--- src/rtl/plic_gateway.sv ---
// plic_gateway: per-source synchroniser and level/edge gating in front of the PLIC, one request outstanding per source.
// Level requests issue SYNC_STAGES cycles after the raw line rises, edge requests one cycle later; each source waits for its completion.
module plic_gateway #(
  parameter int SOURCES     = 32,
  parameter int SYNC_STAGES = 2,
  parameter int EDGE_CNT_W  = 4
) (
  input  logic                       clk_i,
  input  logic                       rst_ni,
  input  logic [SOURCES-1:0]         irq_raw_i,
  input  logic [SOURCES-1:0]         edge_mode_i,
  input  logic                       complete_valid_i,
  input  logic [$clog2(SOURCES)-1:0] complete_id_i,
  output logic [SOURCES-1:0]         irq_req_o,
  output logic [SOURCES-1:0]         inflight_o,
  output logic [SOURCES-1:0]         edge_ovf_o,
  input  logic [SOURCES-1:0]         ovf_clr_i
);

  typedef enum logic {IDLE = 1'b0, BUSY = 1'b1} state_t;

  localparam logic [EDGE_CNT_W-1:0] CNT_MAX = '1;

  // Source 0 is reserved: its inputs are intentionally dropped.
  logic unused_src0;
  assign unused_src0   = irq_raw_i[0] ^ edge_mode_i[0] ^ ovf_clr_i[0];
  assign irq_req_o[0]  = 1'b0;
  assign inflight_o[0] = 1'b0;
  assign edge_ovf_o[0] = 1'b0;

  for (genvar i = 1; i < SOURCES; i++) begin : g_src
    logic [SYNC_STAGES-1:0] sync_q;
    logic                   s;
    logic                   s_d;
    logic                   rise;
    logic                   req_cond;
    logic                   issue;
    logic                   done;
    logic                   ovf_set;
    logic [EDGE_CNT_W-1:0]  cnt;
    logic                   req_q;
    logic                   ovf_q;
    state_t                 state;

    assign s        = sync_q[SYNC_STAGES-1];
    assign rise     = s & ~s_d;
    assign req_cond = edge_mode_i[i] ? (cnt != '0) : s;
    assign issue    = (state == IDLE) && req_cond;
    assign done     = complete_valid_i && (int'(complete_id_i) == i);
    // A rise that meets a same-cycle issue nets to zero, so it never overflows.
    assign ovf_set  = edge_mode_i[i] && rise && !issue && (cnt == CNT_MAX);

    always_ff @(posedge clk_i or negedge rst_ni) begin
      if (!rst_ni) begin
        sync_q <= '0;
        s_d    <= 1'b0;
        state  <= IDLE;
        req_q  <= 1'b0;
        cnt    <= '0;
        ovf_q  <= 1'b0;
      end else begin
        sync_q <= {sync_q[SYNC_STAGES-2:0], irq_raw_i[i]};
        s_d    <= s;

        case (state)
          IDLE: begin
            req_q <= req_cond;
            if (req_cond) state <= BUSY;
          end
          BUSY: begin
            req_q <= 1'b0;
            if (done) state <= IDLE;
          end
        endcase

        if (!edge_mode_i[i]) begin
          cnt <= '0;
        end else if (rise && !issue && (cnt != CNT_MAX)) begin
          cnt <= cnt + 1'b1;
        end else if (issue && !rise) begin
          cnt <= cnt - 1'b1;
        end

        if (ovf_set) begin
          ovf_q <= 1'b1;
        end else if (ovf_clr_i[i]) begin
          ovf_q <= 1'b0;
        end
      end
    end

    assign irq_req_o[i]  = req_q;
    assign inflight_o[i] = (state == BUSY);
    assign edge_ovf_o[i] = ovf_q;
  end

endmodule

--- config.mk ---
export PLATFORM = sky130hd
export DESIGN_NAME = plic_gateway
export DESIGN_NICKNAME = d
export VERILOG_FILES = /design/src/rtl/plic_gateway.sv
export SDC_FILE = /design/constraint.sdc
export NUM_CORES = 1
export LEC_CHECK = 0
export ABC_CLOCK_PERIOD_IN_PS = 2140
export BUFFER_PORTS_ARGS = -buffer_cell sky130_fd_sc_hd__buf_2
export CELL_PAD_IN_SITES_DETAIL_PLACEMENT = 0
export CELL_PAD_IN_SITES_GLOBAL_PLACEMENT = 1
export CORE_MARGIN = 5
export CORE_UTILIZATION = 42
export DETAILED_ROUTE_END_ITERATION = 8
export PLACE_DENSITY_LB_ADDON = 0.1
export SKIP_LAST_GASP = 1
export SLEW_MARGIN = 0
export SYNTH_ARGS = -nofsm -noshare
export SYNTH_HDL_FRONTEND = slang
export SYNTH_SLANG_ARGS = --single-unit
--- constraint.sdc ---
create_clock -name clk_i -period 2.14 [get_ports clk_i]
set_input_delay 0.321 -clock clk_i [delete_from_list [all_inputs] [get_ports clk_i]]
set_output_delay 0.321 -clock clk_i [all_outputs]
set_load 0.005 [all_outputs]
==> run summary, run 1 <==
Outcome - complete, but fails checks
Failing checks - negative setup slack
Synthesized area - 17700 µm²
MaxCap Viol Count - 0
Placement Cell Area - 20900 µm²
Core footprint - 41800 µm²
Critical path cell sequence - or4b_4, o21ai_4, nand2_4, ha_4, nand3_2, a211oi_4, mux2i_4, mux2i_1
Post-Route Skew - 0.0144 ns
First-pass GRT wire length - 70000 µm
Int Power - 0.0170 W
Combinational share of power - 43.3%
R2R cell count - 8
Most common cell after layout, fill and taps aside - dfrtp_1
Final Slew Violations - 0
Sequential Power Share - 31.1%
# DRC - 0
DRT iter0 DRCs - 521
I/O pin cnt - 200
Vias per cell - 4.95
Routed len/inst - 15.7 µm
Setup crit start - g_src[26].cnt[1]$_DFFE_PN0P_
Synth top area cells - dfrtp_1, mux2i_1, buf_4
VDD IR-drop max - 0.681 mV
Drt pass-1 iters - 4
Yosys reg bits - 310
Routed Wire Length - 41600 µm
Clk slew on worst S/H paths - 0.05 ns
Die Ht - 215 µm
Pleak - 11.7 nW
Root buffer cell - clkbuf_16
Critical Path AT - 2.65 ns
Row cnt - 75
Initial antenna violation count - 6
Mapped Avg Cell Area - 10.7 µm²
Gr usage total - 18.2%
Synth-to-Final Area Change - 34.2%
Fin util - 56.8%
Slack of the critical path - -0.0897 ns
Period minus WS final - 2.23 ns
Met3 Wirelength - 1430 µm
Hold Path Class - input port to flop
Met1 Wirelength - 18600 µm
Cell variety after synth - 40
Clock tree sinks - 310
Yosys top cell area share - 43.9%
Die width - 215 µm
Remaining antenna violation count - 0
# setup viols final - 23
Critical Path Start Type - flop
Clock network fraction of design power - 25.6%
Routed wl met2 - 20600 µm
Top sig layer - met5
Worst r2r src - g_src[26].cnt[1]$_DFFE_PN0P_
TritonCTS buffer count - 38
Worst slew pin tran - 0.700 ns
Hold path startpoint - ovf_clr_i[20]
Fin area - 23700 µm²
Max H-tree Level - 2
Ratio of cells with drive above 1 in the final layout - 38.5%
Hold Slack - 0.0668 ns
Kind of critical path - flop to flop
Clock latency on the worst-skew pair - 0.55 ns
CTS max path bufs - 3
Slew margin rel. - 53.2%
Gpl congestion - 0.803
Pwr Density - 1070 nW/µm²
Setup TNS - -0.905 ns
RSZ-0062 raised after global routing - true
Seq/Total Area, Yosys - 43.9%
Final hold violation count - 0
Max stage delay on crit path - 0.56 ns
Fmax - 0.448 GHz
Crit. End Element - flop
Switch share - 33.1%
NetSw - 0.00842 W
Part of the cycle the worst path needs - 104%
Vias in the first global route - 13879
Full die area - 46300 µm²
Hold depth - 3
Synth warn - 0
Pre-CTS setup slack - -0.101 ns
Total number of vias - 13083
Worst EP required - 2.56 ns
Total gr overflow - 0
Hpwl dp - 30500 µm
Crit-path slowest cell - or4b_4
# fillers - 3606
Port Buffers - 193
Largest net degree at the start of global routing - 54
Synth area leader - dfrtp_1
Cell count after synthesis - 1658
# nets final - 2271
Most frequent cells in the layout - dfrtp_1, buf_4, nand2_1
Critical-path maximum fanout - 3
CTS tree - built
Starting Density - 42.3%
final timing paths:
kind | end | slack, ns
min in group asynchronous | g_src[16].sync_q[1]$_DFF_PN0_ | 0.29
max in group asynchronous | g_src[9].cnt[1]$_DFFE_PN0P_ | 1.14
hold reg to reg | g_src[2].sync_q[1]$_DFF_PN0_ | 0.35
hold / removal | g_src[20].ovf_q$_DFFE_PN0P_ | 0.07
setup / recovery | g_src[26].cnt[3]$_DFFE_PN0P_ | -0.09
setup reg to reg | g_src[26].cnt[3]$_DFFE_PN0P_ | -0.09
metrics by stage:
step / total power, W / std cells
finish: 0.0254 / 2644
global route: 0.0273 / 2644
CTS: 0.0250 / 2627
detailed placement: 0.0178 / 2499
global placement: 0.0175 / 2499
floorplan: 0.0146 / 1660
logic make-up (layout without fill, tap and decap cells):
logic type,Yosys count,after routing,share of synthesized area (%)
flip-flops,310,310,43.9
other,1,6,0.0212
AND/OR/NAND/NOR,534,534,15.9
adder cells (fa/ha/maj),93,93,7.91
multiplexers,154,154,8.73
XOR/XNOR,48,48,2.38
AO/OA/AOI/OAI,224,224,12.4
buffers and inverters,294,736,8.68
per-layer routing:
metal	vias to the layer above	track usage (%)
met1	6425	23.7
met2	161	31.2
met3	55	3.17
li1	6440	-
met4	2	5.46
met5	-	0
cell type report:
cell class	count	area, µm²	area share [%]
Inverter	166	641	2.70
Sequential cell	310	7760	32.7
Timing Repair Buffer	502	3560	15.0
Tap cell	539	674	2.84
Clock buffer	57	1170	4.92
Clock inverter	11	108	0.454
Antenna cell	3	7.51	0.0317
Multi-Input combinational cell	1056	9790	41.3
worst max-delay path: cells and delay by family, from the launching register on:
family,cells,cell delay (ns)
flops,1,0.38
compound gates,2,0.45
fa+ha+maj,1,0.30
simple gates,3,0.76
mux,2,0.22
state kept, by name, summed over array words and instances, names as in the netlist:
| register | flops |
|---|---|
| g_src.state | 31 |
| g_src.cnt | 124 |
| g_src.ovf_q | 31 |
| g_src.req_q | 31 |
| g_src.s_d | 31 |
| g_src.sync_q | 62 |
power groups by stage:
stage | Clock, W | Sequential [W] | Combinational, W
after floorplan | 0 | 0.00810 | 0.00648
after global placement | 0 | 0.00793 | 0.00962
after detailed placement | 0 | 0.00796 | 0.00982
after CTS | 0.00675 | 0.00787 | 0.0104
after global routing | 0.00701 | 0.00807 | 0.0122
final | 0.00651 | 0.00791 | 0.0110
what timing repair did:
item                                    in CTS  in global routing
gates resized for setup                     49                121
hold endpoints to repair                    78                  0
pin swaps                                   70                 44
cloned                                       0                  0
hold buffers                                44                  0
endpoints found under the setup margin      33                 55
setup buffers                               16                 17
cells in the mapped netlist:
master	n
o22ai_1	1
o21ai_2	15
a41o_1	13
or4b_1	7
conb_1	1
o41ai_4	6
clkbuf_1	8
nand2_1	222
a32o_1	6
o21bai_2	7
nor2_1	59
a211o_1	1
nor2b_1	39
nand3_1	36
ha_1	62
and3_1	31
and4_1	31
o21a_1	1
nor4_1	2
mux2i_1	154
a2bb2oi_2	15
or2_0	1
o32ai_1	8
buf_4	112
o21ba_2	8
a21oi_1	32
buf_2	8
fa_1	31
a211oi_1	31
nand2b_1	86
xnor2_1	48
nand4_1	4
or4b_4	16
o21ai_4	1
o221a_2	16
o221a_1	1
inv_1	166
dfrtp_1	310
o21ai_0	47
o221ai_4	15
No activity file was read; power rests on OpenSTA's default activity.
==> run 2, diff against run 1 <==
--- a/config.mk
+++ b/config.mk
@@ -13,6 +13,7 @@
 export CORE_UTILIZATION = 42
 export DETAILED_ROUTE_END_ITERATION = 8
 export PLACE_DENSITY_LB_ADDON = 0.1
+export SETUP_SLACK_MARGIN = 0.2
 export SKIP_LAST_GASP = 1
 export SLEW_MARGIN = 0
 export SYNTH_ARGS = -nofsm -noshare
==> run summary, run 2 (synthesis gave the netlist of run 1 again) <==
I/O pin cnt - 200 (unchanged)
Hpwl dp - 30800 µm (+0.80%)
Vias per cell - 4.95 (about the same)
Outcome - complete, but fails checks
Fmax - 0.444 GHz (-1.0%)
Remaining antenna violation count - 0 (unchanged)
R2R cell count - 8 (unchanged)
Slack of the critical path - -0.113 ns (-0.0236 ns)
Pre-CTS setup slack - -0.113 ns (-0.0126 ns)
Pleak - 12.0 nW (+2.8%)
Routed len/inst - 16.1 µm (+2.3%)
Port Buffers - 193 (unchanged)
Pwr Density - 1080 nW/µm² (+1.2%)
Setup TNS - -1.43 ns (-0.526 ns)
Met1 Wirelength - 19100 µm (+3.1%)
Buf+Inv Stages, Crit Path - 0 (unchanged)
Drt pass-1 iters - 6 (+2)
Final Slew Violations - 0 (unchanged)
Overall power - 0.0267 W (+5.0%)
Top sig layer - met5
Met3 Wirelength - 1670 µm (+17%)
WP depth - 8 (unchanged)
Largest Register - g_src.cnt
Critical path cell sequence - or4b_4, o21ai_4, nand2_4, ha_4, nand3_2, and3_4, mux2i_2, mux2i_1
Worst EP required - 2.59 ns (+0.03 ns)
Routed Wire Length - 43100 µm (+3.6%)
Critical Path AT - 2.70 ns (+0.05 ns)
Kind of critical path - flop to flop
VDD IR-drop max - 0.737 mV (+8.2%)
Setup crit start - g_src[25].cnt[3]$_DFFE_PN0P_
Hold Slack - 0.0625 ns (-0.00429 ns)
MaxCap Viol Count - 0 (unchanged)
Crit. End Element - flop
Die width - 215 µm (unchanged)
CTS max path bufs - 3 (unchanged)
# nets final - 2314 (+1.9%)
Hold depth - 3 (unchanged)
CTS tree - built
Starting Density - 42.3% (unchanged)
CP top delay family - simple AND/OR/NAND/NOR gates
Largest net degree at the start of global routing - 53 (-1.9%)
Row cnt - 75 (unchanged)
Max H-tree Level - 2 (unchanged)
Synth-to-Final Area Change - 39.3%
Clock tree sinks - 310 (unchanged)
Clock latency on the worst-skew pair - 0.54 ns (about the same)
Worst setup path end - g_src[25].cnt[3]$_DFFE_PN0P_
Initial antenna violation count - 7 (+1)
Critical Path Start Type - flop
TritonCTS buffer count - 38 (unchanged)
Slew margin rel. - 65.0% (+12 points)
Root buffer cell - clkbuf_16
Failing checks - negative setup slack
Hold Path Class - input port to flop
Part of the cycle the worst path needs - 105% (+1.1 points)
Clk slew on worst S/H paths - 0.05 ns (about the same)
Gr usage total - 18.6% (+0.47 points)
Total number of vias - 13262 (+1.4%)
Total gr overflow - 0 (unchanged)
RSZ-0062 raised after global routing - true
Max reg flops - 124 (unchanged)
Full die area - 46300 µm² (unchanged)
First-pass GRT wire length - 71400 µm (+2.0%)
Post-Route Skew - 0.0133 ns (-0.00108 ns)
Biggest regs - g_src.cnt: 124 flops, g_src.sync_q: 62 flops
Worst reg2reg endpoint - g_src[25].cnt[3]$_DFFE_PN0P_
Most frequent cells in the layout - dfrtp_1, buf_4, nand2_1, buf_2, mux2i_1
Max stage delay on crit path - 0.56 ns (about the same)
Crit-path slowest cell - or4b_4
Ratio of cells with drive above 1 in the final layout - 43.6% (+5.1 points)
Worst r2r src - g_src[25].cnt[3]$_DFFE_PN0P_
Die Ht - 215 µm (unchanged)
Core footprint - 41800 µm² (unchanged)
Gpl congestion - 0.806 (+0.35%)
Most common cell after layout, fill and taps aside - dfrtp_1
Routed wl met2 - 21100 µm (+2.7%)
Vias in the first global route - 14139 (+1.9%)
# DRC - 0 (unchanged)
Final hold violation count - 0 (unchanged)
# setup viols final - 29 (+26%)
Period minus WS final - 2.25 ns (+0.0236 ns)
Register-to-register setup slack - -0.11 ns (-0.02 ns)
Worst slew pin tran - 0.510 ns (-0.191 ns)
Critical-path maximum fanout - 3 (unchanged)
DRT iter0 DRCs - 503 (-3.5%)
## run 2: cell types whose count changed in the layout (fill, tap and decap cells not counted), sizes merged
cell / delta
buf: +43
clkinv: -5
diode: -1
clkbuf: -2
## run 2: area by class of cell
type	instances	area, µm²
Timing Repair Buffer	545	4040
Tap cell	539	674
Multi-Input combinational cell	1056	10200
Sequential cell	310	7780
Inverter	166	638
Fill cell	3473	17200
Clock buffer	55	1170
Clock inverter	6	82.6
Antenna cell	2	5.00
## run 2: what timing repair did
action | 4_1_cts | 5_1_grt
setup buffers | 51 | 23
pin swaps | 131 | 64
endpoints found under the hold margin | 82 | 0
gates resized for setup | 147 | 128
hold buffers | 44 | 0
endpoints found under the setup margin | 82 | 112
## run 2: metal layers
layer | track usage, % | vias up
met5 | 0 | -
met4 | 5.38 | 10
li1 | - | 6515
met1 | 24.5 | 6491
met2 | 31.6 | 175
met3 | 3.64 | 71
## run 2: worst min-delay path: stages
cell and delay (ns):
buf_2 0.10, inv_1 0.04, a32o_1 0.11
## run 2: where the power goes
| group | leakage, nW | switching (W) | internal [W] |
|---|---|---|---|
| clock | 0.616 | 0.00245 | 0.00399 |
| combinational | 7.53 | 0.00545 | 0.00687 |
| sequential | 3.87 | 0.000892 | 0.00703 |
## run 2: worst min-delay path by stage
stage	slack, ns	from	to
after floorplan	0.03	rst_ni	g_src[10].cnt[0]$_DFFE_PN0P_
after global placement	0.28	rst_ni	g_src[21].cnt[1]$_DFFE_PN0P_
after detailed placement	0.29	rst_ni	g_src[21].cnt[1]$_DFFE_PN0P_
after CTS	0.03	ovf_clr_i[6]	g_src[6].ovf_q$_DFFE_PN0P_
after global routing	0.07	ovf_clr_i[20]	g_src[20].ovf_q$_DFFE_PN0P_
final	0.06	ovf_clr_i[6]	g_src[6].ovf_q$_DFFE_PN0P_
## run 2: through the flow
| step | instances | utilization (%) | cell area [µm²] |
|---|---|---|---|
| 4_1_cts | 2654 | 56.9 | 23800 |
| 3_3_place_gp | 2498 | 50.4 | 21000 |
| 3_5_place_dp | 2498 | 50.4 | 21000 |
| 5_1_grt | 2679 | 58.9 | 24600 |
| 2_1_floorplan | 1660 | - | 18500 |
| 6_report | 2679 | 58.9 | 24600 |
==> run 3, diff against run 2 <==
==> constraint.sdc (replaced) <==
create_clock -name clk_i -period 2.14 [get_ports clk_i]
set_input_delay 0.428 -clock clk_i [delete_from_list [all_inputs] [get_ports clk_i]]
set_output_delay 0.428 -clock clk_i [all_outputs]
set_load 0.005 [all_outputs]
==> run summary, run 3 (synthesis gave the netlist of run 1 again) <==
First-pass GRT wire length - 71800 µm (+0.50%)
Failing checks - negative setup slack
RSZ-0062 raised after global routing - true
Starting Density - 42.3% (unchanged)
Critical-path maximum fanout - 3 (unchanged)
Root buffer cell - clkbuf_16
Slack of the critical path - -0.103 ns (+0.00982 ns)
Vias in the first global route - 14096 (-0.30%)
Routed len/inst - 16.2 µm (+0.79%)
Biggest regs - g_src.cnt: 124 flops, g_src.sync_q: 62 flops
Sequential cell area - 7780 µm² (unchanged)
Overall power - 0.0268 W (+0.58%)
# setup viols final - 27 (-6.9%)
Max H-tree Level - 2 (unchanged)
# fillers - 3529 (+1.6%)
Vias per cell - 4.96 (about the same)
VDD IR-drop max - 0.589 mV (-20%)
Initial antenna violation count - 9 (+2)
Most common cell after layout, fill and taps aside - dfrtp_1
CTS max path bufs - 3 (unchanged)
Area of the multi-input gates - 10300 µm² (+0.93%)
Outcome - complete, but fails checks
Final Slew Violations - 0 (unchanged)
Clk slew on worst S/H paths - 0.06 ns (about the same)
Worst slew pin tran - 0.688 ns (+0.178 ns)
Most frequent cells in the layout - dfrtp_1, buf_4, nand2_1, buf_2, mux2i_1
Core footprint - 41800 µm² (unchanged)
TritonCTS buffer count - 38 (unchanged)
Gpl congestion - 0.801 (-0.63%)
Synth-to-Final Area Change - 40.2%
Remaining antenna violation count - 0 (unchanged)
NetSw - 0.00899 W (+2.3%)
Crit. End Element - flop
# nets final - 2327 (+0.56%)
DRT iter0 DRCs - 603 (+20%)
Combinational share of power - 47.1% (+0.9 points)
Slew margin rel. - 54.0% (-11 points)
Row cnt - 75 (unchanged)
Kind of critical path - flop to flop
MaxCap Viol Count - 0 (unchanged)
Largest net degree at the start of global routing - 46 (-13%)
Fmax - 0.446 GHz (+0.44%)
Clock tree sinks - 310 (unchanged)
Gr usage total - 18.7% (+0.028 points)
Routed Wire Length - 43700 µm (+1.5%)
Die Ht - 215 µm (unchanged)
Full die area - 46300 µm² (unchanged)
Die width - 215 µm (unchanged)
Hpwl dp - 31100 µm (+1.2%)
Pwr Density - 1080 nW/µm² (about the same)
Total number of vias - 13369 (+0.81%)
Part of the cycle the worst path needs - 105% (-0.46 points)
Clock latency on the worst-skew pair - 0.54 ns (about the same)
Critical Path AT - 2.70 ns (about the same)
Switch share - 33.5% (+0.55 points)
Ratio of cells with drive above 1 in the final layout - 44.5% (+0.89 points)
# DRC - 0 (unchanged)
Post-Route Skew - 0.0102 ns (-0.00307 ns)
CTS tree - built
Pleak - 12.1 nW (+0.91%)
Largest Register - g_src.cnt
Max reg flops - 124 (unchanged)
Pre-CTS setup slack - -0.176 ns (-0.0628 ns)
Worst EP required - 2.60 ns (about the same)
Clock network fraction of design power - 23.4% (-0.7 points)
Sequential Power Share - 29.5% (-0.2 points)
Hold Path Class - input port to flop
Period minus WS final - 2.24 ns (-0.00982 ns)
Int Power - 0.0178 W (-0.25%)
Port Buffers - 193 (unchanged)
Final hold violation count - 0 (unchanged)
Drt pass-1 iters - 4 (-2)
Critical Path Start Type - flop
Fin util - 59.3% (+0.38 points)
Total gr overflow - 0 (unchanged)
I/O pin cnt - 200 (unchanged)
==> run 3: power by group through the flow <==
stage	clock, W	combinational [W]	sequential (W)
global route	0.00674	0.0138	0.00808
finish	0.00628	0.0126	0.00792
floorplan	0	0.00670	0.00814
global placement	0	0.00980	0.00800
detailed placement	0	0.0100	0.00802
CTS	0.00651	0.0116	0.00790
==> run 3: final timing paths <==
path | depth (start not counted) | slack (ns) | startpoint | end
setup / recovery | 8 | -0.10 | g_src[29].cnt[3]$_DFFE_PN0P_ | g_src[29].cnt[3]$_DFFE_PN0P_
hold / removal | 2 | 0.07 | ovf_clr_i[18] | g_src[18].ovf_q$_DFFE_PN0P_
setup reg to reg | 8 | -0.10 | g_src[29].cnt[3]$_DFFE_PN0P_ | g_src[29].cnt[3]$_DFFE_PN0P_
hold reg to reg | 0 | 0.34 | g_src[3].sync_q[0]$_DFF_PN0_ | g_src[3].sync_q[1]$_DFF_PN0_
max in group asynchronous | 4 | 1.03 | rst_ni | g_src[21].cnt[1]$_DFFE_PN0P_
min in group asynchronous | 2 | 0.40 | rst_ni | g_src[17].state$_DFF_PN0_
==> run 3: critical path: stages, from the launching register on <==
cell and delay, ns:
dfrtp_1 0.38, or4b_4 0.57, o21ai_4 0.20, nand2_4 0.09
ha_4 0.30, nand3_2 0.12, and3_4 0.18, mux2i_4 0.14
mux2i_1 0.19
==> run 3: timing repair <==
item / CTS / global route
buffers inserted: 52 / 35
pin swaps: 112 / 51
hold endpoints to repair: 65 / 0
hold buffers: 32 / 0
resized for setup: 146 / 130
endpoints found under the setup margin: 82 / 115
==> run 3: final cells by class <==
| class | count | area share [%] |
|---|---|---|
| clock inverter | 9 | 0.303 |
| multi-input combinational | 1056 | 41.7 |
| sequential | 310 | 31.4 |
| antenna | 3 | 0.0303 |
| inverter | 166 | 2.55 |
| timing repair buffer | 558 | 16.8 |
| clock buffer | 57 | 4.55 |
| tap | 539 | 2.72 |
==> run 3: metal layers <==
layer	routed length [µm]	GRT usage [%]	up-vias
met5	52	0	-
met4	986	5.53	8
met2	21700	31.7	190
met1	19200	24.3	6553
met3	1730	3.67	71
li1	-	-	6547
==> run 3: through the flow <==
stage          hold slack (ns)  area [µm²]  std cells  TNS (ns)
4_1_cts                 0.0282       23800       2660     -1.25
2_1_floorplan            0.132       18700       1660     -2.29
3_5_place_dp             0.336       21200       2510     -4.59
3_3_place_gp             0.332       21200       2510     -3.45
6_report                0.0682       24800       2698     -1.45
5_1_grt                 0.0404       24800       2698     -5.21
